<file path="src/rtl/systolic_result_drain_if.sv">
// systolic_result_drain_if: start/snapshot inputs and row-stream handshake of the result drain (row_parity present under DRAIN_PARITY_EN)
interface systolic_result_drain_if #(
  parameter int N     = 3,
  parameter int ACC_W = 17
);
  localparam int IW = $clog2(N);
  logic                 start;
  logic [N*N*ACC_W-1:0] c_flat;
  logic                 out_ready;
  logic                 row_valid;
  logic [N*ACC_W-1:0]   row_data;
  logic [IW-1:0]        row_idx;
  logic                 clear_acc;
  logic                 busy;
  logic                 overrun;
`ifdef DRAIN_PARITY_EN
  logic                 row_parity;
  modport master (output start, c_flat, out_ready,
                  input  row_valid, row_data, row_idx, clear_acc, busy, overrun, row_parity);
  modport slave  (input  start, c_flat, out_ready,
                  output row_valid, row_data, row_idx, clear_acc, busy, overrun, row_parity);
`else
  modport master (output start, c_flat, out_ready,
                  input  row_valid, row_data, row_idx, clear_acc, busy, overrun);
  modport slave  (input  start, c_flat, out_ready,
                  output row_valid, row_data, row_idx, clear_acc, busy, overrun);
`endif
endinterface

</file>
<file path="src/rtl/systolic_result_drain.sv">
// systolic_result_drain: snapshot N x N accumulators after the compute window and stream them out row by row (optional DRAIN_PARITY_EN adds row_parity)
module systolic_result_drain #(
  parameter int N              = 3,
  parameter int ACC_W          = 17,
  parameter int COMPUTE_CYCLES = 7
) (
  input logic                   clk,
  input logic                   reset,
  systolic_result_drain_if.slave bus
);
  localparam int IW = $clog2(N);
  localparam int CW = $clog2(COMPUTE_CYCLES + 1);
  localparam int RW = N * ACC_W;
  typedef enum logic [1:0] {IDLE, WAIT, DRAIN} state_t;
  state_t        r_state;
  logic [CW-1:0] r_cnt;
  logic [RW-1:0] r_snap [N];
  logic [RW-1:0] r_row_data;
  logic [IW-1:0] r_row_idx;
  logic          r_row_valid;
  logic          r_clear_acc;
  logic          r_busy;
  logic          r_overrun;
  logic [IW-1:0] w_next_idx;
  logic [RW-1:0] w_first_row;
`ifdef DRAIN_PARITY_EN
  logic          r_parity;
`endif
  // next row index during drain and row 0 straight from the array (it is snapshotted on the same edge)
  always_comb begin
    w_next_idx  = r_row_idx + IW'(1);
    w_first_row = bus.c_flat[RW-1:0];
  end
  // sequencing FSM: count compute window, snapshot, then hand rows out on each handshake
  always_ff @(posedge clk or posedge reset) begin
    if (reset) begin
      r_state     <= IDLE;
      r_cnt       <= '0;
      r_row_data  <= '0;
      r_row_idx   <= '0;
      r_row_valid <= 1'b0;
      r_clear_acc <= 1'b0;
      r_busy      <= 1'b0;
      r_overrun   <= 1'b0;
      for (int i = 0; i < N; i++) r_snap[i] <= '0;
`ifdef DRAIN_PARITY_EN
      r_parity    <= 1'b0;
`endif
    end else begin
      r_clear_acc <= 1'b0;
      if (bus.start && r_state != IDLE) r_overrun <= 1'b1;
      case (r_state)
        IDLE: if (bus.start) begin
          r_state <= WAIT;
          r_cnt   <= '0;
          r_busy  <= 1'b1;
        end
        WAIT: if (r_cnt == CW'(COMPUTE_CYCLES - 1)) begin
          for (int i = 0; i < N; i++) r_snap[i] <= bus.c_flat[i*RW +: RW];
          r_row_data  <= w_first_row;
          r_row_idx   <= '0;
          r_row_valid <= 1'b1;
          r_clear_acc <= 1'b1;
          r_state     <= DRAIN;
`ifdef DRAIN_PARITY_EN
          r_parity    <= ^w_first_row;
`endif
        end else begin
          r_cnt <= r_cnt + CW'(1);
        end
        DRAIN: if (r_row_valid && bus.out_ready) begin
          if (r_row_idx == IW'(N - 1)) begin
            r_state     <= IDLE;
            r_row_valid <= 1'b0;
            r_busy      <= 1'b0;
          end else begin
            r_row_idx  <= w_next_idx;
            r_row_data <= r_snap[w_next_idx];
`ifdef DRAIN_PARITY_EN
            r_parity   <= ^r_snap[w_next_idx];
`endif
          end
        end
        default: r_state <= IDLE;
      endcase
    end
  end
  assign bus.row_valid = r_row_valid;
  assign bus.row_data  = r_row_data;
  assign bus.row_idx   = r_row_idx;
  assign bus.clear_acc = r_clear_acc;
  assign bus.busy      = r_busy;
  assign bus.overrun   = r_overrun;
`ifdef DRAIN_PARITY_EN
  assign bus.row_parity = r_parity;
`endif
endmodule
</file>
<file path="src/flat_wrapper.sv">
// flat-port wrapper written by rule: the top's interface ports become plain ports
module systolic_result_drain_flat 
#(
  parameter int N              = 3,
  parameter int ACC_W          = 17,
  parameter int COMPUTE_CYCLES = 7
)
  (clk, reset, bus_start, bus_c_flat, bus_out_ready, bus_row_valid, bus_row_data, bus_row_idx, bus_clear_acc, bus_busy, bus_overrun);
  systolic_result_drain_if #(.N(N), .ACC_W(ACC_W)) bus_i ();
  input logic clk;
  input logic reset;
  input wire logic [$bits(bus_i.start)-1:0] bus_start;
  input wire logic [$bits(bus_i.c_flat)-1:0] bus_c_flat;
  input wire logic [$bits(bus_i.out_ready)-1:0] bus_out_ready;
  output wire logic [$bits(bus_i.row_valid)-1:0] bus_row_valid;
  output wire logic [$bits(bus_i.row_data)-1:0] bus_row_data;
  output wire logic [$bits(bus_i.row_idx)-1:0] bus_row_idx;
  output wire logic [$bits(bus_i.clear_acc)-1:0] bus_clear_acc;
  output wire logic [$bits(bus_i.busy)-1:0] bus_busy;
  output wire logic [$bits(bus_i.overrun)-1:0] bus_overrun;
  assign bus_i.start = bus_start;
  assign bus_i.c_flat = bus_c_flat;
  assign bus_i.out_ready = bus_out_ready;
  assign bus_row_valid = bus_i.row_valid;
  assign bus_row_data = bus_i.row_data;
  assign bus_row_idx = bus_i.row_idx;
  assign bus_clear_acc = bus_i.clear_acc;
  assign bus_busy = bus_i.busy;
  assign bus_overrun = bus_i.overrun;
  systolic_result_drain #(.N(N), .ACC_W(ACC_W), .COMPUTE_CYCLES(COMPUTE_CYCLES)) u_core (.clk(clk), .reset(reset), .bus(bus_i));
endmodule
</file>
<file path="config.mk">
export PLATFORM = sky130hd
export DESIGN_NAME = systolic_result_drain_flat
export DESIGN_NICKNAME = d
export VERILOG_FILES = /design/src/rtl/systolic_result_drain_if.sv /design/src/rtl/systolic_result_drain.sv /design/src/flat_wrapper.sv
export SDC_FILE = /design/constraint.sdc
export NUM_CORES = 1
export LEC_CHECK = 0
export CORE_MARGIN = 3
export CORE_UTILIZATION = 35
export CTS_CLUSTER_DIAMETER = 30
export DETAILED_ROUTE_END_ITERATION = 10
export PLACE_DENSITY = 0.56
export SLEW_MARGIN = 5
export SYNTH_ARGS = -nofsm -noshare
export SYNTH_HDL_FRONTEND = slang
export SYNTH_SLANG_ARGS = --single-unit
</file>
<file path="constraint.sdc">
create_clock -name clk -period 15.2 [get_ports clk]
set_input_delay 2.28 -clock clk [delete_from_list [all_inputs] [get_ports clk]]
set_output_delay 2.28 -clock clk [all_outputs]
set_load 0.05 [all_outputs]
</file>
======== Yosys cells after proc, flatten, opt, wreduce, memory -nomap -nowiden ========
Index checks and enable logic that the tools add are counted.
operators by class
  add/sub/neg operators ................... 2
  multipliers ............................. 0
  divide/modulo/power cells ............... 0
  magnitude comparators ................... 1
  equal/unequal tests ..................... 10
  shift operators ......................... 0
  mux-type cells .......................... 27
  bitwise operators ....................... 1
  reductions and logical operators ........ 13
operators by type and width
  kind                                                      count
  two-way mux 51 bit                                        5
  binary-select mux 51 bit (select 2 bit)                   1
  one-hot mux 51 bit (2 select lines)                       1
  AND reduction 4 bit                                       4
  two-way mux 2 bit                                         7
  nonzero test 2 bit                                        4
  two-way mux 1 bit                                         6
  two-way mux 3 bit                                         2
  != test 2 x 1 -> 1 bit, second input constant             3
  != test 2 bit, second input constant                      3
  one-hot mux 2 bit (3 select lines)                        1
  one-hot mux 3 bit (2 select lines)                        1
  equality test 2 bit, second input constant                2
  one-hot mux 1 bit (2 select lines)                        2
  one-hot mux 2 bit (2 select lines)                        1
  adder 3 x 1 -> 3 bit, second input constant               1
  equality test 3 bit, second input constant                1
  greater-or-equal comparator 3 bit, second input constant  1
  NOT 2 -> 3 bit                                            1
  AND reduction 3 bit                                       1
  adder 2 x 1 -> 2 bit, second input constant               1
  equality test 2 x 1 -> 1 bit, second input constant       1
  logical AND 1 bit                                         2
  zero test 2 bit                                           1
  AND reduction 2 bit                                       1
storage, ports and cells
  register bits ........................... 215
  bits in latches ......................... 0
  bits in writable memories ............... 0
  memory bits (read-only) ................. 0
  input bits .............................. 157
  output and inout port bits .............. 57
  word-level logic and storage cells ...... 65
  memories ................................ 0

======== Depth between registers and ports, before layout ========
  word-level depth ........................ 8
  depth in mapped cells ................... 10
  gate-level depth less buffers ........... 7

======== Worst setup path after synthesis ========
Ideal clock, no wire load.
  path kind ............................... in2reg
  start ................................... input bus_out_ready
  end ..................................... register u_core.r_row_data[43], in the netlist u_core.bus.row_data[43]
  library setup time ...................... 0.135 ns
  arrival time ............................ 3.048 ns
  required time ........................... 15.065 ns
  setup slack ............................. 12.017 ns
  stages .................................. 5
  buffers on the path ..................... 2
  cell sequence ........................... nand2_1 > a222oi_1 > buf_4 > buf_12 > o32ai_2
on the way
  cells in the longest elaborated chain, start to end .. 3
RTL lines
  item                              RTL line                     text
  start, declared                   flat_wrapper.sv:14           input wire logic [$bits(bus_i.out_ready)-1:0] bus_out_ready;
  logical AND 1 bit                 systolic_result_drain.sv:71  DRAIN: if (r_row_valid && bus.out_ready) begin
  != test 2 x 1 -> 1 bit (no line)  n/a
  AND reduction 4 bit (no line)     n/a
  end signal, assigned              systolic_result_drain.sv:60  r_row_data <= w_first_row;
  end signal, assigned              systolic_result_drain.sv:78  r_row_data <= r_snap[w_next_idx];
  end, declared                     systolic_result_drain.sv:18  logic [RW-1:0] r_row_data;
Every way passes these cells.
A chain may end at the register's enable or synchronous reset.

==> impl_metrics.ini <==
[cells_and_area]
layout_commonest_cell = dfrtp_1
stdcell_area_um2 = 14400
layout-drive-gt1-share = 0.338
regArea_um2 = 5380
multi_input_area_um2 = 4200
num_antenna_cells = 0
nets = 1121
n_fill_cell = 2566
layout_common_cells = dfrtp_1, clkdlybuf4s50_1, mux2_2, a21oi_1
syn2layout_area_growth_pct = 39.6

[timing]
fmax_mhz = 239
period_needed_ns = 4.18
slew_headroom = 0.311
setup_slack_ns = 11.02
worst_slew_pin_slew_ns = 1.03
finalSetupTns_ns = 0
finalMaxSlewViolations = 0
skew_ns = 0.0173
grt_setup_unrepaired = no
setup_viol = 0
hold_viol = 0
post-route-period-util = 0.275
worst_hold_slack_ns = 0.468

[grt]
grt_overflow = 0
grt_first_pass_wirelength_mm = 44.3
grt.busiest_layer = met2
grt_pass1_vias = 7805
use_met3 = 0.0396
grt.total_usage = 0.179
grtUsageMet1 = 0.242
grt_max_degree = 107
grt_use_met2 = 0.286
antenna_found_initial = 0

[power_and_ir_drop]
peakVddDrop_mv = 0.142
cellLeakagePower_nw = 5.96
power_density_nw_per_um2 = 252
power_mw = 3.64

[synth]
ys_ff_latch = 215
syn_area_um2 = 10300
ys_types = 41
seq_area_frac_synth = 0.520
synth_cells = 744
async_flop_share = 1.00
yosysWarnings = 0
synth_edf_count = 0
synth_ff_type = dfrtp_1
avgSynthCellArea_um2 = 13.9
synth_fp_nets = 904

[clock_network]
clk_path_buf_depth = 3
cts.sinks = 215
cts_setup_buffers = 0
cts-resized-gates = 0
cts.clk_slew.worst_paths_ns = 0.04
clk_latency_ns = 0.54
htree_levels = 2
cts_tree = yes
cts_hold_buf = 0
cts_root_buffer = clkbuf_16
cts_made_buffers = 55

[die]
initial_utilization = 0.358
fp-row-count = 62
die-area_um2 = 31700
die_width_um = 178
die_y_um = 178
core-area_um2 = 28900
io_pins = 214

[route]
route.detailed.drc = 0
viasPerCell = 5.12
drt_iter0_markers = 355
dr_total_vias = 7091
dr.pass1.iters = 4
detail_route.wl_per_cell_um = 20.5
drt.antenna.violating_nets = 0
wl_mm = 28.4

[place]
place_area_um2 = 12500
gp_congestion = 0.696
pre_cts_slack_ns = 10.29
io_buffers = 213
hpwl_mm = 16.5

[worst_setup_path]
cp-end-kind = async pin
cp_top_family = buffers and inverters
max_stage_delay_ns = 0.75
crit_chain = clkdlybuf4s50_1 > inv_8 > buf_4 > buf_4
critical_path_arrival_ns = 4.78
cp_slowest_cell = buf_4
worst-path-buf-inv = 4
startpoint_type = input pin
cp_common_cell = buf_4
worstPathRequired_ns = 15.80
crit-reg2reg-launch = u_core.r_state[0]
worstSetupPathType = input pin to async pin
path_max_fanout = 106
crit_start = reset

[run]
cap_viol_max_count = 0

[hold_path]
hp-start = u_core.bus.overrun
hp-class = register to register

[run_status]
status = complete, no violations
sequential cells by signal, indices dropped and copies added (netlist names):
register / count
u_core.bus.busy: 1
u_core.bus.clear_acc: 1
u_core.bus.overrun: 1
u_core.bus.row_data: 51
u_core.bus.row_idx: 2
u_core.bus.row_valid: 1
u_core.r_cnt: 3
u_core.r_snap: 153
u_core.r_state: 2
cell families (layout without fill, tap and decap cells):
family / count (synthesis) / count (layout) / synth area share
DFF: 215 / 215 / 0.520
muxes: 206 / 206 / 0.224
AOI/OAI and AO/OA: 175 / 175 / 0.162
buffers and inverters: 123 / 381 / 0.0766
and+or+nand+nor: 22 / 22 / 0.0143
adders and majority gates: 3 / 3 / 0.00363
layout make-up:
class | count | share of cell area
clock buffer | 78 | 0.112
tap | 384 | 0.0333
timing repair buffer | 225 | 0.154
sequential | 215 | 0.373
multi-input combinational | 406 | 0.291
inverter | 58 | 0.0159
clock inverter | 20 | 0.0216
path summary, 6_finish.rpt:
kind	endpoint	slack, ns	cells past startpoint
max	u_core.bus.row_data[30]	11.02	4
min	u_core.bus.overrun	0.47	1
max reg2reg	u_core.r_snap[65]	11.31	6
min reg2reg	u_core.bus.overrun	0.47	1
max in group clk	bus_row_valid	11.06	1
min in group asynchronous	u_core.bus.row_data[45]	2.26	2
per-stage QoR:
stage	cells	utilization
after global routing	1386	0.499
after detailed placement	1288	0.433
after floorplan	744	-
after global placement	1288	0.433
after CTS	1386	0.499
final	1386	0.499
power by group:
group,switching (mW),internal [mW]
clock,0.336,0.859
sequential,0.170,0.866
combinational,0.783,0.630
total,1.29,2.35
synth_stat cells, types with 3 or more instances:
library cell    number  area share
inv_1               56       0.020
nand2_1              5      0.0018
dfrtp_1            215        0.52
dlygate4sd1_1        7      0.0059
a221oi_1            51       0.043
mux2_2             175        0.19
nand4b_1             3      0.0025
buf_6               13       0.014
o21ai_0              7      0.0034
a21oi_1             56       0.027
nor2b_1              3      0.0018
buf_2               18      0.0087
o32ai_2             50       0.079
buf_4               16       0.012
dlymetal6s2s_1       3      0.0036
mux2_1              29       0.032
ha_1                 3      0.0036
buf_12               5      0.0097
per-layer routing:
layer  part of all wire  wire [um]
met5                  0          0
met4              0.020        579
met3              0.054       1540
met2               0.48      13500
met1               0.45      12800
(Power assumes the default switching activity.)
